--- src/rtl/tohost_uart.sv ---
// tohost_uart: decodes tohost MMIO writes, buffers putc bytes in a FIFO and sends them as 8N1 UART frames.
// Optional build macro TOHOST_CRLF_EN inserts a CR byte in front of every LF byte.
`ifndef TOHOST_ADDR
`define TOHOST_ADDR 32'h8000_1000
`endif

module tohost_uart #(
  parameter int              XLEN         = 32,
  parameter logic [XLEN-1:0] TOHOST_ADDR  = `TOHOST_ADDR,
  parameter int              FIFO_DEPTH   = 16,
  parameter int              CLKS_PER_BIT = 868
) (
  input  logic            aclk_i,
  input  logic            areset_i,
  input  logic            wvalid_i,
  input  logic [XLEN-1:0] waddr_i,
  input  logic [XLEN-1:0] wdata_i,
  output logic            wready_o,
  output logic            uart_tx_o,
  output logic            busy_o,
  output logic            finish_o,
  output logic [15:0]     exit_code_o
);

  localparam int AW = $clog2(FIFO_DEPTH);
  localparam int CW = $clog2(CLKS_PER_BIT);
  localparam logic [CW-1:0] BAUD_RELOAD = CW'(CLKS_PER_BIT - 1);

  typedef enum logic [1:0] {IDLE, START, DATA, STOP} state_t;

  logic [7:0]    mem [FIFO_DEPTH];
  logic [AW:0]   wr_ptr_reg, rd_ptr_reg;
  logic          full, empty;
  logic          push, pop;
  logic [7:0]    push_data;

  state_t        state_reg, state_next;
  logic [CW-1:0] baud_reg, baud_next;
  logic [2:0]    bit_reg, bit_next;
  logic [7:0]    shift_reg, shift_next;
  logic          tx_reg, tx_next;
  logic          baud_done;

  logic          exit_pend_reg, finish_reg, busy_reg;
  logic [15:0]   exit_code_reg;

  logic          hit, stopped, putc_req, exit_req;
  logic [1:0]    cmd;
  logic          unused_wdata;

  assign empty = (wr_ptr_reg == rd_ptr_reg);
  assign full  = (wr_ptr_reg[AW] != rd_ptr_reg[AW]) &&
                 (wr_ptr_reg[AW-1:0] == rd_ptr_reg[AW-1:0]);

  assign hit          = wvalid_i && (waddr_i == TOHOST_ADDR);
  assign cmd          = wdata_i[17:16];
  assign stopped      = exit_pend_reg || finish_reg;
  assign putc_req     = hit && (cmd == 2'b01) && !stopped;
  assign exit_req     = hit && (cmd == 2'b10) && !stopped && wready_o;
  assign unused_wdata = ^wdata_i[XLEN-1:18];

`ifdef TOHOST_CRLF_EN
  localparam logic [AW:0] LF_MAX_COUNT = (AW+1)'(FIFO_DEPTH - 2);

  logic        crlf_pend_reg;
  logic [AW:0] count;
  logic        is_lf, room;

  assign count = wr_ptr_reg - rd_ptr_reg;
  assign is_lf = (wdata_i[7:0] == 8'h0A);
  // An LF needs space for both the inserted CR and itself before it is accepted.
  assign room  = is_lf ? (count <= LF_MAX_COUNT) : !full;

  assign wready_o  = !crlf_pend_reg && !(putc_req && !room);
  assign push      = crlf_pend_reg || (putc_req && room);
  assign push_data = crlf_pend_reg ? 8'h0A : (is_lf ? 8'h0D : wdata_i[7:0]);

  always_ff @(posedge aclk_i or posedge areset_i) begin
    if (areset_i) begin
      crlf_pend_reg <= 1'b0;
    end else begin
      crlf_pend_reg <= !crlf_pend_reg && putc_req && room && is_lf;
    end
  end
`else
  assign wready_o  = !(putc_req && full);
  assign push      = putc_req && !full;
  assign push_data = wdata_i[7:0];
`endif

  always_ff @(posedge aclk_i) begin
    if (push) begin
      mem[wr_ptr_reg[AW-1:0]] <= push_data;
    end
  end

  always_ff @(posedge aclk_i or posedge areset_i) begin
    if (areset_i) begin
      wr_ptr_reg <= '0;
      rd_ptr_reg <= '0;
    end else begin
      if (push) wr_ptr_reg <= wr_ptr_reg + 1'b1;
      if (pop)  rd_ptr_reg <= rd_ptr_reg + 1'b1;
    end
  end

  assign baud_done = (baud_reg == '0);

  // Every state entry reloads the baud counter so each bit lasts exactly CLKS_PER_BIT cycles.
  always_comb begin
    state_next = state_reg;
    baud_next  = baud_reg - 1'b1;
    bit_next   = bit_reg;
    shift_next = shift_reg;
    pop        = 1'b0;
    case (state_reg)
      IDLE: begin
        baud_next = BAUD_RELOAD;
        if (!empty) begin
          state_next = START;
          pop        = 1'b1;
          shift_next = mem[rd_ptr_reg[AW-1:0]];
        end
      end
      START: begin
        if (baud_done) begin
          state_next = DATA;
          baud_next  = BAUD_RELOAD;
          bit_next   = 3'd0;
        end
      end
      DATA: begin
        if (baud_done) begin
          baud_next  = BAUD_RELOAD;
          shift_next = {1'b0, shift_reg[7:1]};
          if (bit_reg == 3'd7) begin
            state_next = STOP;
          end else begin
            bit_next = bit_reg + 1'b1;
          end
        end
      end
      STOP: begin
        if (baud_done) begin
          baud_next = BAUD_RELOAD;
          if (!empty) begin
            state_next = START;
            pop        = 1'b1;
            shift_next = mem[rd_ptr_reg[AW-1:0]];
          end else begin
            state_next = IDLE;
          end
        end
      end
      default: state_next = IDLE;
    endcase

    tx_next = 1'b1;
    case (state_next)
      START:   tx_next = 1'b0;
      DATA:    tx_next = shift_next[0];
      default: tx_next = 1'b1;
    endcase
  end

  always_ff @(posedge aclk_i or posedge areset_i) begin
    if (areset_i) begin
      state_reg <= IDLE;
      baud_reg  <= BAUD_RELOAD;
      bit_reg   <= 3'd0;
      shift_reg <= 8'h00;
      tx_reg    <= 1'b1;
    end else begin
      state_reg <= state_next;
      baud_reg  <= baud_next;
      bit_reg   <= bit_next;
      shift_reg <= shift_next;
      tx_reg    <= tx_next;
    end
  end

  always_ff @(posedge aclk_i or posedge areset_i) begin
    if (areset_i) begin
      exit_pend_reg <= 1'b0;
      exit_code_reg <= 16'h0000;
      finish_reg    <= 1'b0;
      busy_reg      <= 1'b0;
    end else begin
      if (exit_req) begin
        exit_pend_reg <= 1'b1;
        exit_code_reg <= wdata_i[15:0];
      end
      // Termination waits until the last stop bit has fully left the wire.
      if (exit_pend_reg && empty && (state_reg == IDLE)) begin
        finish_reg <= 1'b1;
      end
      busy_reg <= !empty || (state_reg != IDLE);
    end
  end

  assign uart_tx_o   = tx_reg;
  assign busy_o      = busy_reg;
  assign finish_o    = finish_reg;
  assign exit_code_o = exit_code_reg;

endmodule

--- config.mk ---
export PLATFORM = sky130hd
export DESIGN_NAME = tohost_uart
export DESIGN_NICKNAME = d
export VERILOG_FILES = /design/src/rtl/tohost_uart.sv
export SDC_FILE = /design/constraint.sdc
export NUM_CORES = 1
export LEC_CHECK = 0
export BUFFER_PORTS_ARGS = -buffer_cell sky130_fd_sc_hd__buf_2
export CAP_MARGIN = 20
export CORE_ASPECT_RATIO = 1.2
export CORE_UTILIZATION = 55
export CTS_BUF_LIST = sky130_fd_sc_hd__clkbuf_4
export DETAILED_ROUTE_END_ITERATION = 8
export PLACE_DENSITY = 0.88
export SYNTH_ARGS = -nofsm -noshare
export SYNTH_HDL_FRONTEND = slang
export SYNTH_SLANG_ARGS = --single-unit
--- constraint.sdc ---
create_clock -name aclk_i -period 3.2 [get_ports aclk_i]
set_input_delay 0.64 -clock aclk_i [delete_from_list [all_inputs] [get_ports aclk_i]]
set_output_delay 0.64 -clock aclk_i [all_outputs]
set_load 0.02 [all_outputs]
# Word level (Yosys, flattened, before mapping)
# Memories as Yosys holds them, arrays and structs flattened.
# Cells that the tools add are included.
[classes]
n_reduce_logical = 25
shifts = 0
bitwise = 0
n_lt_le_gt_ge = 0
div_mod_pow = 0
eq_ne = 16
addsub = 4
mul = 0
n_mux = 23
[ops]
columns = ["op", "n"]
rows = [
  ["== test 32 bit, second input constant", 1],
  ["two-way mux 8 bit", 3],
  ["case mux 8 bit (3 select lines)", 1],
  ["case mux 10 bit (2 select lines)", 1],
  ["logical AND 1 bit", 11],
  ["adder 5 x 1 -> 5 bit, second input constant", 2],
  ["logical NOT 10 bit", 1],
  ["two-way mux 10 bit", 1],
  ["two-way mux 2 bit", 5],
  ["subtractor 10 x 1 -> 10 bit, second input constant", 1],
  ["two-way mux 3 bit", 3],
  ["== test 2 bit, second input constant", 4],
  ["!= test 2 bit, second input constant", 4],
  ["case mux 2 bit (4 select lines)", 1],
  ["== test 2 x 1 -> 1 bit, second input constant", 3],
  ["case mux 3 bit (2 select lines)", 1],
  ["== test 5 bit", 1],
  ["two-way mux 1 bit", 5],
  ["== test 4 bit", 1],
  ["logical NOT 1 bit", 4],
  ["case mux 1 bit (2 select lines)", 2],
  ["AND reduction 4 bit", 1],
  ["nonzero test 2 bit", 2],
  ["adder 3 x 1 -> 3 bit, second input constant", 1],
  ["other kinds (7)", 8],
]
[totals]
latch_bits = 0
rom_bits = 0
mem_bits_rw = 128
n_memories = 1
ff_bits = 53
elab_cells = 81
[mem_list]
columns = ["memory", "depth", "word_bits", "read_ports", "rd_clocked_by_memory_dff", "write_ports", "line_no", "text"]
rows = [
  ["mem", 16, 8, 1, 0, 1, "31", "logic [7:0] mem [FIFO_DEPTH];"],
]

# Depth between registers and ports, before layout
[depth]
depth_word = 7
mapped_depth = 8
mapped_depth_nobuf = 7

# Worst setup path after synthesis
# Ideal clock, no wire load.
[synth_timing]
path_type = "input-to-reg"
from = "input port waddr_i[29]"
to = "memory mem[3][0] (enable)"
required_time_ns = 2.817
path_slack_ns = 0.400
setup_ns = 0.383
cell_stages = 5
t_arrival_ns = 2.417
cell_sequence = "nor4b_1 nand4_1 nor4_2 nand3_1 nor3_1"
[synth_via]
elab_chain_len = 7
[synth_lines]
columns = ["item", "line_no", "text"]
rows = [
  ["from (decl)", "16", "input logic [XLEN-1:0] waddr_i,"],
  ["== test 32 bit", "55", "assign hit = wvalid_i && (waddr_i == TOHOST_ADDR);"],
  ["logical AND 1 bit", "55", ""],
  ["logical AND 1 bit (2 in series)", "58", "assign putc_req = hit && (cmd == 2'b01) && !stopped;"],
  ["logical AND 1 bit", "87", "assign push = putc_req && !full;"],
  ["two-way mux 1 bit", "92", "if (push) begin"],
  ["two-way mux 1 bit (not written as such)", "93", "mem[wr_ptr_reg[AW-1:0]] <= push_data;"],
  ["to (decl)", "31", ""],
]
# Every way passes these cells.

# Final worst setup path
[layout_timing]
from = "register exit_pend_reg"
to = "output port wready_o"
[layout_via]
elab_chain_len = 5
[layout_lines]
columns = ["item", "line_no", "text"]
rows = [
  ["from (decl)", "44", "logic exit_pend_reg, finish_reg, busy_reg;"],
  ["from (signal assigned)", "184", "exit_pend_reg <= 1'b0;"],
  ["from (signal assigned)", "190", "exit_pend_reg <= 1'b1;"],
  ["logical OR 1 bit", "57", "assign stopped = exit_pend_reg || finish_reg;"],
  ["logical NOT 1 bit", "58", ""],
  ["logical AND 1 bit", "58", ""],
  ["logical AND 1 bit", "86", "assign wready_o = !(putc_req && full);"],
  ["logical NOT 1 bit", "86", ""],
  ["to (decl)", "18", "output logic wready_o,"],
]
# Every way passes these cells.

==> key figures <==
Pwr
  • Pwr/cell area: 445 mW/mm^2
  • Logic pwr share: 1.9%
  • Internal power: 3.03 mW
  • Leak: 3.24 nW
  • Sw frac: 20.6%
  • Peak supply drop: 0.000385 V
  • Sequential share of power: 65.8%
  • NetSw: 0.787 mW
  • Clock power share: 32.2%

Clock network
  • CTS tree: done
  • Longest Clk Path Bufs: 2
  • Clk sinks: 181
  • Post-CTS sizing: 0
  • Latest clock arrival within the worst-skew pair: 0.57 ns
  • Worst-path clk slew: 0.14 ns
  • Setup bufs post-CTS: 0
  • Clock root buffer: clkbuf_4
  • Hold_buf cts: 0
  • Total CTS buffers: 17
  • H-tree depth: 4

Die
  • Die width: 110 um
  • Total die area: 0.0145 sq mm
  • Initial core utilization: 56.2%
  • Cell Rows: 47
  • Core ar.: 0.0137 sq mm
  • Io pins: 87
  • Overall die height: 132 um

Final layout
  • Fin util: 62.6%
  • Area Overhead vs Synth: 11.5%
  • Largest register FFs: 128
  • Most frequent cells in the layout: 128 x edfxtp_1, 72 x buf_2, 45 x dfrtp_1, 38 x mux4_2, 20 x clkbuf_4
  • Nets: 619
  • Most common cell after layout, fill and taps aside: edfxtp_1
  • Layout Cells excl Fill: 725
  • Fraction of layout cells with a size suffix above 1: 34.2%

Timing
  • Final min period: 3.02 ns
  • Setup violations, final: 0
  • Clock skew: 0.0217 ns
  • Worst rel slew slack: 43.3%
  • Final worst path period share: 94.5%
  • Final hold vios: 0
  • Slew Viols, Final: 0
  • Worst slew pin tran: 0.846 ns
  • Max frequency: 331 MHz
  • Final setup TNS: 0 ns
  • RSZ-0062 raised after global routing: false

Place
  • I/O Buffers: 72
  • DP HPWL: 10,700 um
  • GPL Wtd Cong: 0.951
  • Placed cell count: 692

Critical path
  • CP top delay family: simple AND/OR/NAND/NOR gates
  • Worst-path cell with the longest stage delay: nor4_2
  • Crit path DAT: 2.38 ns
  • WP depth: 6
  • Largest fanout on the critical path: 5
  • Buf/Inv on CP: 2
  • CP startpoint kind: flop
  • Data required time of the worst path: 2.56 ns
  • Nature of the critical path endpoint: primary output
  • Setup Crit Path Kind: flop to primary output
  • Crit path largest cell delay: 0.44 ns
  • Worst reg2reg path depth: 5
  • Worst path cell trace: nor4_1, nand4_1, nor4_2, buf_4, nand3_1, buf_2

Synth
  • Synth unique cells: 60
  • Cells after synthesis: 454
  • Syn Area/Cell: 17.0 sq um
  • Cell area after synthesis: 0.00770 sq mm
  • Mapped Nets: 533
  • EDFF count, synth: 128
  • Seq cells post-synth: 181
  • Seq/Total Area, Yosys: 67.3%
  • Yosys warns: 0
  • Share of flip-flops with an asynchronous set or reset: 29.3%
  • Most used DFF post-synth: edfxtp_1

Drt
  • DR iter-0 viols: 418
  • Drt drc: 0
  • Number of routed nets with antenna violations: 0
  • Via count: 4,460
  • Final WL: 15,200 um
  • Drt wl/cell: 21.0 um
  • Vias per cell: 6.15
  • First-pass DRT Iterations: 6

GRT
  • Total gr overflow: 0
  • Global-route wire length before repair: 23,300 um
  • Total Routing Usage GR: 22.5%
  • Number of global-route vias before repair: 4,454
  • Largest net degree at the start of global routing: 30
  • Number of antenna violations at the first check in global routing: 1

Run
  • Max-cap violations: 0

Run status
  • Outcome: completed

Hold path
  • Min-Delay Path Class: primary input to asynchronous set/reset pin
## final timing paths
| path | start | endpoint | slack (ns) |
|---|---|---|---|
| setup reg to reg | exit_pend_reg | mem[12][4] | 0.54 |
| setup / recovery | exit_pend_reg | wready_o | 0.18 |
| hold reg to reg | baud_reg[0] | baud_reg[0] | 0.48 |
| min in group aclk_i | wdata_i[8] | exit_code_o[8] | 0.29 |
| hold / removal | areset_i | baud_reg[2] | 0.10 |
| max in group asynchronous | areset_i | uart_tx_o | 2.28 |
## through the flow
stage / instance area [sq um] / power (mW) / setup slack [ns] / hold WS [ns]
detailed placement: 8290 / 2.64 / -0.0685 / 0.450
floorplan: 7700 / 2.58 / 0.400 / 0.433
global route: 8580 / 3.93 / 0.00601 / 0.0973
CTS: 8570 / 3.84 / 0.115 / 0.0736
global placement: 8290 / 2.63 / 0.0771 / 0.443
finish: 8580 / 3.82 / 0.177 / 0.101
## layer usage
| layer | track usage [%] | share of wire (%) |
|---|---|---|
| met5 | 0 | 0 |
| met4 | 9.63 | 3.0 |
| met3 | 4.81 | 5.6 |
| met2 | 38.5 | 54 |
| met1 | 27.2 | 37 |
## power by group through the flow
stage          registers, mW  logic (mW)  clock network [mW]
6_report                2.51      0.0741                1.23
5_1_grt                 2.51      0.0834                1.34
4_1_cts                 2.51      0.0748                1.25
3_5_place_dp            2.56      0.0750                   0
3_3_place_gp            2.56      0.0699                   0
2_1_floorplan           2.56      0.0146                   0
## logic make-up after synthesis
| kind of cell | count (synthesis) | share of synthesized area [%] |
|---|---|---|
| buffers and inverters | 31 | 1.90 |
| AO/OA/AOI/OAI | 49 | 4.78 |
| XOR/XNOR | 18 | 2.05 |
| flip-flops | 181 | 67.3 |
| multiplexers | 55 | 13.6 |
| AND/OR/NAND/NOR | 108 | 8.48 |
| adder cells (fa/ha/maj) | 12 | 1.95 |
## final cells by class
type	count	area (sq um)
Clock buffer	20	150
Clock inverter	12	133
Antenna cell	1	2.50
Timing Repair Buffer	86	478
Inverter	12	45.0
Fill cell	909	5120
Multi-Input combinational cell	242	2380
Tap cell	171	214
Sequential cell	181	5180
## cell usage after synthesis (all sizes together), types with 8 or more instances
cell type  count  share of area, %
nand2         19              0.93
nand4          8              0.65
inv           12              0.58
mux4          38                11
mux2          16               2.3
nor2          17              0.83
buf           13               1.0
xnor2         14               1.6
dfrtp         46                15
a21oi          9              0.63
o21ai         11              0.71
and3          14               1.1
edfxtp       128                50
ha            12               1.9
Note: power is estimated with default switching activity, not from simulation.
